--- src/rtl/pe_link_tx.sv ---
// Packs four 32-bit stream beats into one 130-bit link word and advances in
// lockstep with ap_start. Optional partial-word flush: PE_LINK_TX_TIMEOUT_EN.
module pe_link_tx #(
    parameter int LINK_WIDTH = 130,
    parameter int IN_WIDTH   = 32,
    parameter int TIMEOUT    = 16
) (
    input  logic                  clk,
    input  logic                  reset,
    input  logic                  ap_start,
    input  logic [IN_WIDTH-1:0]   in_data,
    input  logic                  in_valid,
    input  logic                  in_last,
    output logic                  in_ready,
    output logic [LINK_WIDTH-1:0] out_to_north,
    output logic [15:0]           words_sent,
    output logic                  busy
);
    localparam int LANES = 128 / IN_WIDTH;
    localparam int CW    = $clog2(LANES);

    logic [LANES-1:0][IN_WIDTH-1:0] lanes_q, lanes_d;
    logic [CW-1:0]                  cnt_q, cnt_d;
    logic [LINK_WIDTH-1:0]          out_q, out_d;
    logic [15:0]                    words_q, words_d;
    logic                           busy_q, busy_d;
`ifdef PE_LINK_TX_TIMEOUT_EN
    localparam logic [15:0] IDLE_LAST = 16'(TIMEOUT - 1);
    logic [15:0]                    idle_q, idle_d;
`endif

    assign in_ready     = ap_start;
    assign out_to_north = out_q;
    assign words_sent   = words_q;
    assign busy         = busy_q;

    always_comb begin
        lanes_d = lanes_q;
        cnt_d   = cnt_q;
        out_d   = out_q;
        words_d = words_q;
`ifdef PE_LINK_TX_TIMEOUT_EN
        idle_d  = idle_q;
`endif
        // With ap_start low everything holds so the chain never skips or repeats a word.
        if (ap_start) begin
            out_d[129:128] = 2'b00;
            if (in_valid) begin
                lanes_d[cnt_q] = in_data;
                if (cnt_q == CW'(LANES - 1) || in_last) begin
                    // Unwritten upper lanes are already zero, cleared at the previous completion.
                    out_d   = {in_last, 1'b1, lanes_d};
                    lanes_d = '0;
                    cnt_d   = '0;
                    words_d = words_q + 16'd1;
                end else begin
                    cnt_d = cnt_q + CW'(1);
                end
`ifdef PE_LINK_TX_TIMEOUT_EN
                idle_d = '0;
            end else if (cnt_q != '0) begin
                if (idle_q == IDLE_LAST) begin
                    out_d   = {1'b0, 1'b1, lanes_q};
                    lanes_d = '0;
                    cnt_d   = '0;
                    words_d = words_q + 16'd1;
                    idle_d  = '0;
                end else begin
                    idle_d = idle_q + 16'd1;
                end
            end else begin
                idle_d = '0;
`endif
            end
        end
        busy_d = (cnt_d != '0);
    end

    always_ff @(posedge clk or posedge reset) begin
        if (reset) begin
            lanes_q <= '0;
            cnt_q   <= '0;
            out_q   <= '0;
            words_q <= '0;
            busy_q  <= 1'b0;
`ifdef PE_LINK_TX_TIMEOUT_EN
            idle_q  <= '0;
`endif
        end else begin
            lanes_q <= lanes_d;
            cnt_q   <= cnt_d;
            out_q   <= out_d;
            words_q <= words_d;
            busy_q  <= busy_d;
`ifdef PE_LINK_TX_TIMEOUT_EN
            idle_q  <= idle_d;
`endif
        end
    end
endmodule

--- config.mk ---
export PLATFORM = sky130hd
export DESIGN_NAME = pe_link_tx
export DESIGN_NICKNAME = d
export VERILOG_FILES = /design/src/rtl/pe_link_tx.sv
export SDC_FILE = /design/constraint.sdc
export NUM_CORES = 1
export LEC_CHECK = 0
export ABC_AREA = 1
export CAP_MARGIN = 20
export CORE_ASPECT_RATIO = 0.5
export CORE_MARGIN = 4
export CORE_UTILIZATION = 35
export CTS_CLUSTER_DIAMETER = 40
export DETAILED_ROUTE_END_ITERATION = 10
export GPL_TIMING_DRIVEN = 0
export PLACE_DENSITY = 0.6
export SLEW_MARGIN = 10
export SYNTH_ARGS = -nofsm -noshare
export SYNTH_HDL_FRONTEND = slang
export SYNTH_SLANG_ARGS = --single-unit
export TNS_END_PERCENT = 30
--- constraint.sdc ---
create_clock -name clk -period 9.85 [get_ports clk]
set_input_delay 1.4775 -clock clk [delete_from_list [all_inputs] [get_ports clk]]
set_output_delay 1.4775 -clock clk [all_outputs]
set_load 0.03 [all_outputs]
== Yosys cells after proc, flatten, opt, wreduce, memory -nomap -nowiden ==
Cells that the tools add are included.
Cells by class
  magnitude comparators: 2
  $add $sub $neg: 2
  multiplexer cells: 9
  equal/unequal tests: 1
  reductions and logical operators: 5
Operators by type and width (count)
  130-bit two-way mux: 2
  128-bit bitwise mux: 1
  128-bit two-way mux: 1
  32-bit demux with 2-bit select: 1
  32-bit two-way mux: 1
  16-bit by 1-bit adder with 16-bit output, second input constant: 1
  2-bit two-way mux: 3
  2-bit by 3-bit less-than comparator with 1-bit output, second input constant: 1
  3-bit AND reduction: 1
  2-bit by 1-bit adder with 2-bit output, second input constant: 1
  2-bit equality test, second input constant: 1
  2-bit by 1-bit greater-or-equal comparator with 1-bit output, second input constant: 1
  2-bit AND reduction: 1
  2-bit nonzero test: 1
  1-bit logical AND: 1
  1-bit logical OR: 1
Storage, ports and cells
  flip-flop bits (word level): 277
  input port bits: 37
  output and inout port bits: 148

== Longest topological paths before layout ==
Gate-level depths: netlist of run 1.
  depth in word-level cells: 7
  mapped depth: 10
  depth with buffers taken out: 9

== Worst setup path after synthesis of run 1 ==
OpenSTA, ideal clock, no wires.
  kind: input -> output
  from: input ap_start
  to: output in_ready
  setup slack: 6.750 ns
  arrival: 1.623 ns
  path buffers: 1
  required time: 8.373 ns
  cell stages on the path: 1
  cells stage by stage: buf_4
RTL lines
  from (decl): line 10  | input logic ap_start,
  to (decl): line 14  | output logic in_ready,
No word-level cell between the ends.

== Worst setup path in the final report of run 1 ==
  from: input ap_start
  to: output in_ready
No word-level cell between the ends.

==> reports/qor.csv, run 1 <==
stage,metric,value,unit
cts,clk_pin_slew,60,ps
floorplanning,start_util,35.6,%
sta,min_period,4270,ps
layout,fillers,3226,
synth,synthSimpleGateAreaFrac,20.3,%
critical_path,slowest_stage,clkdlybuf4s50_1,
floorplanning,fp.coreArea,33200,sq um
sta,fin_skew,22.7,ps
cts,cts_made_buffers,30,
global_routing,gr-total-overflow,0,
global_routing,track_usage,19.3,%
critical_path,cp.required,8370,ps
cts,clockBufferDepth,3,
synth,synth.avg_cell_area,8.39,sq um
sta,clock.fmax,234,MHz
cts,clock_latency,570,ps
floorplanning,dieWidth,268,um
layout,syn_to_final_growth,29.1,%
placement,dp_hpwl,25200,um
power,finalPower,0.00365,W
global_routing,antenna_found_initial,0,
sta,setup_ws,5580,ps
synth,synth_area,11800,sq um
floorplanning,die_area,36900,sq um
detailed_routing,avgViaCountPerCell,4.70,
placement,dp_cells,2032,
global_routing,grt_max_degree,118,
layout,instances_no_fill,2081,
synth,synth_top_area_share,58.8,%
sta,tightest_slew,604,ps
floorplanning,ios,185,
critical_path,cp_max_fo,4,
global_routing,busiest_layer,met2,
outcome,outcome,completed,
cts,htreeDepth,1,
synth,synth_cells,1405,
placement,dpl_worst_slack,5580,ps
layout,fin_util,45.9,%
cts,cts_tree,yes,
cts,cts_sinks,277,
synth,yosysTopAreaCell,dfrtp_1,
critical_path,setup.worst_path.class,input port to primary output,
synth,synthMuxAreaShare,0,%
sta,relSlewSlack,59.7,%
detailed_routing,route.vias.total,9775,
global_routing,met1_usage,26.4,%
sta,setup_viol,0,
critical_path,cp_cell_sequence,clkdlybuf4s50_1 -> buf_4 -> clkdlybuf4s50_1,
global_routing,grtUsageMet3,5.19,%
job,drv_cap,0,
layout,drive_gt1_share,6.22,%
synth,synth_fa_ha_area_share,0.531,%
detailed_routing,drc_errors,0,
synth,yosysSeqAreaShare,58.8,%
critical_path,start_kind,input port,
detailed_routing,postRouteAntennaNets,0,
global_routing,globalRouteMet2Util,30.6,%
cts,cts_resized,0,
power,peakVddDrop,139,uV
critical_path,critPathBufInv,3,
placement,io_buffers,184,
critical_path,critPathTopFamily,buffers and inverters,
synth,synth_cell_types,27,
floorplanning,placementRows,47,
sta,hold_violations,0,
layout,final_cell_mix,"nand2_1 (525), dfrtp_1 (277), o21ai_0 (192)",
global_routing,grt_pass1_vias,9580,
layout,final_nets,1665,
detailed_routing,dr.pass1.iters,6,
detailed_routing,wire_per_inst,17.0,um
critical_path,path_common_cell,clkdlybuf4s50_1,
detailed_routing,routed_wl,35400,um
placement,place_congestion,0.820,
synth,yosys_warnings,0,
synth,syn_nets,1447,
sta,setup_tns,0,ps
synth,synth-seq-cells,277,
synth,synthTopCellsByArea,"dfrtp_1 (59%), nand2_1 (17%), o21ai_0 (8.1%)",
critical_path,cp.arrival,2790,ps
cts,postCtsSetupBuffers,0,
cts,cts-hold-fix-buffers,0,
power,p_leak,6.97,nW
cts,root_buffer,clkbuf_16,
critical_path,endpoint_kind,primary output,
synth,synth_top_family_by_area,simple AND/OR/NAND/NOR gates,
floorplanning,fp.dieH,138,um
layout,final_common_cell,nand2_1,
global_routing,grt_pass1_wl,55100,um
sta,drv_slew,0,
sta,rsz0062_at_grt,false,
critical_path,slowest_delay,650,ps
hold_path,hold_path_class,flip-flop to flip-flop,
detailed_routing,drtIter0Drc,770,
synth,synth_xor_area_share,0.817,%
sta,finalCritPeriodShare,43.3,%
synth,synth_compound_area_share,11.0,%
power,power.density,240,nW/um^2
## routing by layer
| layer | vias to the layer above | wire length [um] |
|---|---|---|
| met4 | 0 | 825 |
| met3 | 54 | 2650 |
| met5 | - | 0 |
| li1 | 4783 | - |
| met2 | 258 | 16100 |
| met1 | 4680 | 15800 |
## through the flow
step                hold WS, ps  cell area (sq um)
finish                      468              15200
global route                489              15200
CTS                         473              15200
detailed placement          458              14200
global placement            454              14200
floorplan                   473              11800
## cell families after synthesis
family | after synthesis
AND/OR/NAND/NOR | 620
flip-flops | 277
AO/OA/AOI/OAI | 247
buffers and inverters | 245
XOR/XNOR | 11
adder cells (fa/ha/maj) | 5
## final cells by class
cell class | count | area (sq um) | area share, %
Clock buffer | 40 | 838 | 5.51
Timing Repair Buffer | 186 | 1900 | 12.5
Multi-Input combinational cell | 883 | 3850 | 25.3
Inverter | 165 | 629 | 4.13
Sequential cell | 277 | 6930 | 45.5
Antenna cell | 1 | 2.50 | 0.0164
Clock inverter | 8 | 134 | 0.879
Buffer | 80 | 392 | 2.57
Tap cell | 441 | 552 | 3.62
## worst min-delay path, delay by kind of cell, from the launching register on
family,cells,cell delay [ps]
simple gates,2,100
flops,1,340
## where the power goes
group	total (W)	internal (W)	switching, W
registers	0.00145	0.00134	0.000108
logic	0.00108	0.000391	0.000685
clock network	0.00113	0.000670	0.000457
total	0.00365	0.00240	0.00125
## registers in the layout, indices dropped and copies added (netlist names)
name / flops
out_to_north: 130
lanes_q: 128
words_sent: 16
cnt_q: 2
busy: 1
## synthesized netlist by cell type, drive strengths merged
cell type    n
nand4        4
o22ai       18
o21ai      197
inv        165
a31oi       32
ha           5
xnor2        5
nand3        4
nand3b       1
clkbuf      33
nand2      529
buf         47
xor2         6
or2          1
nor2        81
dfrtp      277
## worst paths after layout
| kind | startpoint | slack, ps | cells past startpoint | to |
|---|---|---|---|---|
| setup reg to reg | cnt_q[0] | 7790 | 8 | out_to_north[128] |
| setup / recovery | ap_start | 5580 | 3 | in_ready |
| hold reg to reg | out_to_north[55] | 470 | 2 | out_to_north[55] |
| max in group asynchronous | reset | 7530 | 3 | out_to_north[128] |
| hold / removal | out_to_north[55] | 470 | 2 | out_to_north[55] |
| min in group asynchronous | reset | 1360 | 2 | out_to_north[111] |
Note: power is estimated with default switching activity, not from simulation.
==> run 2, diff against run 1 <==
--- a/config.mk
+++ b/config.mk
@@ -13,7 +13,7 @@
 export CTS_CLUSTER_DIAMETER = 40
 export DETAILED_ROUTE_END_ITERATION = 10
 export GPL_TIMING_DRIVEN = 0
-export PLACE_DENSITY = 0.6
+export PLACE_DENSITY = 0.62
 export SLEW_MARGIN = 10
 export SYNTH_ARGS = -nofsm -noshare
 export SYNTH_HDL_FRONTEND = slang
==> constraint.sdc (replaced) <==
create_clock -name clk -period 3.7 [get_ports clk]
set_input_delay 0.555 -clock clk [delete_from_list [all_inputs] [get_ports clk]]
set_output_delay 0.555 -clock clk [all_outputs]
set_load 0.03 [all_outputs]
==> run 2 against run 1 <==
Effect of this change:
- worst hold slack got worse by 74 ps
- clock skew decreased by 9.6 ps
- critical path type unchanged
- critical path depth unchanged
- power increased to 2.8 times the previous value
- worst setup slack got worse by 4300 ps
- global-route usage decreased by 0.20 points
- clock-buffer cell count decreased by 5
- sequential share of layout area decreased by 0.83 points
- clock power increased to 3.0 times the previous value
- sequential cell count unchanged
- sequential power increased to 2.7 times the previous value
- utilization increased by 0.85 points
- largest power group unchanged
==> reports/qor.csv, run 2 (synthesis results as in run 1) <==
stage,metric,value,unit
global_routing,track_usage,19.1,%
sta,hold_violations,0,
detailed_routing,route.vias.total,10000,
global_routing,grt_pass1_wl,54600,um
floorplanning,die_area,36900,sq um
power,peakVddDrop,339,uV
outcome,outcome,completed,
power,p_leak,7.08,nW
cts,cts_resized,0,
power,seq_power_share,38.1,%
critical_path,endpoint_kind,primary output,
placement,place_congestion,0.810,
cts,clk_pin_slew,70,ps
power,p_switching,0.00348,W
critical_path,cp_cell_sequence,clkdlybuf4s50_1 -> buf_4 -> clkdlybuf4s50_1,
layout,syn_to_final_growth,31.5,%
detailed_routing,routed_wl,35500,um
job,drv_cap,0,
cts,postCtsSetupBuffers,0,
cts,cts_tree,yes,
power,power.internal,0.00663,W
detailed_routing,wire_per_inst,16.9,um
floorplanning,ios,185,
hold_path,hold_path_class,input port to asynchronous set/reset pin,
sta,finalCritPeriodShare,65.6,%
sta,min_period,2430,ps
critical_path,cp.required,3140,ps
detailed_routing,drtIter0Drc,855,
critical_path,path_common_cell,clkdlybuf4s50_1,
critical_path,slowest_delay,650,ps
detailed_routing,postRouteAntennaNets,0,
critical_path,critPathBufInv,3,
placement,place_area,14400,sq um
layout,final_nets,1673,
layout,drive_gt1_share,7.37,%
critical_path,r2r-start,cnt_q[0],
layout,fin_area,15500,sq um
power,swShare,34.5,%
sta,whs,394,ps
sta,fin_skew,13.1,ps
cts,cts_made_buffers,31,
layout,final_cell_mix,"nand2_1 (525), dfrtp_1 (277), o21ai_0 (192)",
power,p_comb_share,28.5,%
power,clock_power_share,33.4,%
critical_path,slowest_stage,clkdlybuf4s50_1,
layout,antenna-diode-count,0,
floorplanning,placementRows,47,
critical_path,cp.arrival,1870,ps
layout,largest_reg_flops,130,
sta,tightest_slew,544,ps
critical_path,setup.worst_path.class,input port to primary output,
critical_path,cp_max_fo,4,
critical_path,rr_endpoint,out_to_north[128],
detailed_routing,avgViaCountPerCell,4.77,
critical_path,r2r.worst_path.cells,8,
cts,root_buffer,clkbuf_16,
floorplanning,fp.coreArea,33200,sq um
layout,final_common_cell,nand2_1,
global_routing,grt_max_degree,38,
sta,clock.fmax,412,MHz
placement,io_buffers,184,
cts,clockBufferDepth,3,
critical_path,start_kind,input port,
cts,cts-hold-fix-buffers,0,
cts,htreeDepth,1,
sta,drv_slew,0,
critical_path,r2r_slack,1660,ps
sta,setup_viol,0,
sta,relSlewSlack,63.6,%
critical_path,critPathTopFamily,buffers and inverters,
placement,dp_hpwl,26100,um
floorplanning,dieWidth,268,um
power,power.density,652,nW/um^2
layout,fin_util,46.8,%
global_routing,gr-total-overflow,0,
cts,cts_sinks,277,
cts,clock_latency,580,ps
floorplanning,fp.dieH,138,um
power,finalPower,0.0101,W
detailed_routing,dr.pass1.iters,5,
sta,rsz0062_at_grt,false,
detailed_routing,drc_errors,0,
global_routing,grt_pass1_vias,9600,
floorplanning,start_util,35.6,%
global_routing,antenna_found_initial,0,
[run 2: cell types whose count changed in the layout (fill, tap and decap cells not counted), sizes merged]
cell	previous run	this run
buf	49	56
bufinv	3	6
clkbuf	73	68
clkinv	4	5
clkinvlp	0	9
diode	1	0
inv	166	168
[run 2: area by class of cell]
class	instances	area, sq um
Inverter	165	626
Buffer	80	392
Timing Repair Buffer	193	2040
Sequential cell	277	6930
Tap cell	441	552
Clock inverter	23	310
Multi-Input combinational cell	883	3850
Clock buffer	35	811
Fill cell	3212	17700
[run 2: per-stage QoR]
stage	setup slack, ps	cells	setup TNS, ps
5_1_grt	1240	2097	0
3_5_place_dp	1260	2039	0
6_report	1270	2097	0
2_1_floorplan	-520	1405	-144140
4_1_cts	1260	2097	0
3_3_place_gp	-2700	2030	-742200
[run 2: power by group through the flow]
stage | Sequential [W] | Combinational, W | Clock [W]
floorplan | 0.00461 | 0.000906 | 0
global placement | 0.00390 | 0.00285 | 0
detailed placement | 0.00391 | 0.00290 | 0
CTS | 0.00386 | 0.00291 | 0.00341
global route | 0.00392 | 0.00313 | 0.00355
finish | 0.00385 | 0.00288 | 0.00338
[run 2: worst max-delay path by stage]
stage / start / end / slack, ps / cells after the start
after floorplan: reset / busy / -520 / 1
after global placement: reset / out_to_north[44] / -2700 / 2
after detailed placement: ap_start / in_ready / 1260 / 3
after CTS: ap_start / in_ready / 1260 / 3
after global routing: ap_start / in_ready / 1240 / 3
final: ap_start / in_ready / 1270 / 3
[run 2: per-layer routing]
metal  track usage [%]  vias up  routed length (um)
li1                  -     4813                   -
met1              26.7     4867               15900
met2              30.5      260               16500
met3              3.93       63                2220
met4              4.87        0                 953
met5                 0        -                   0
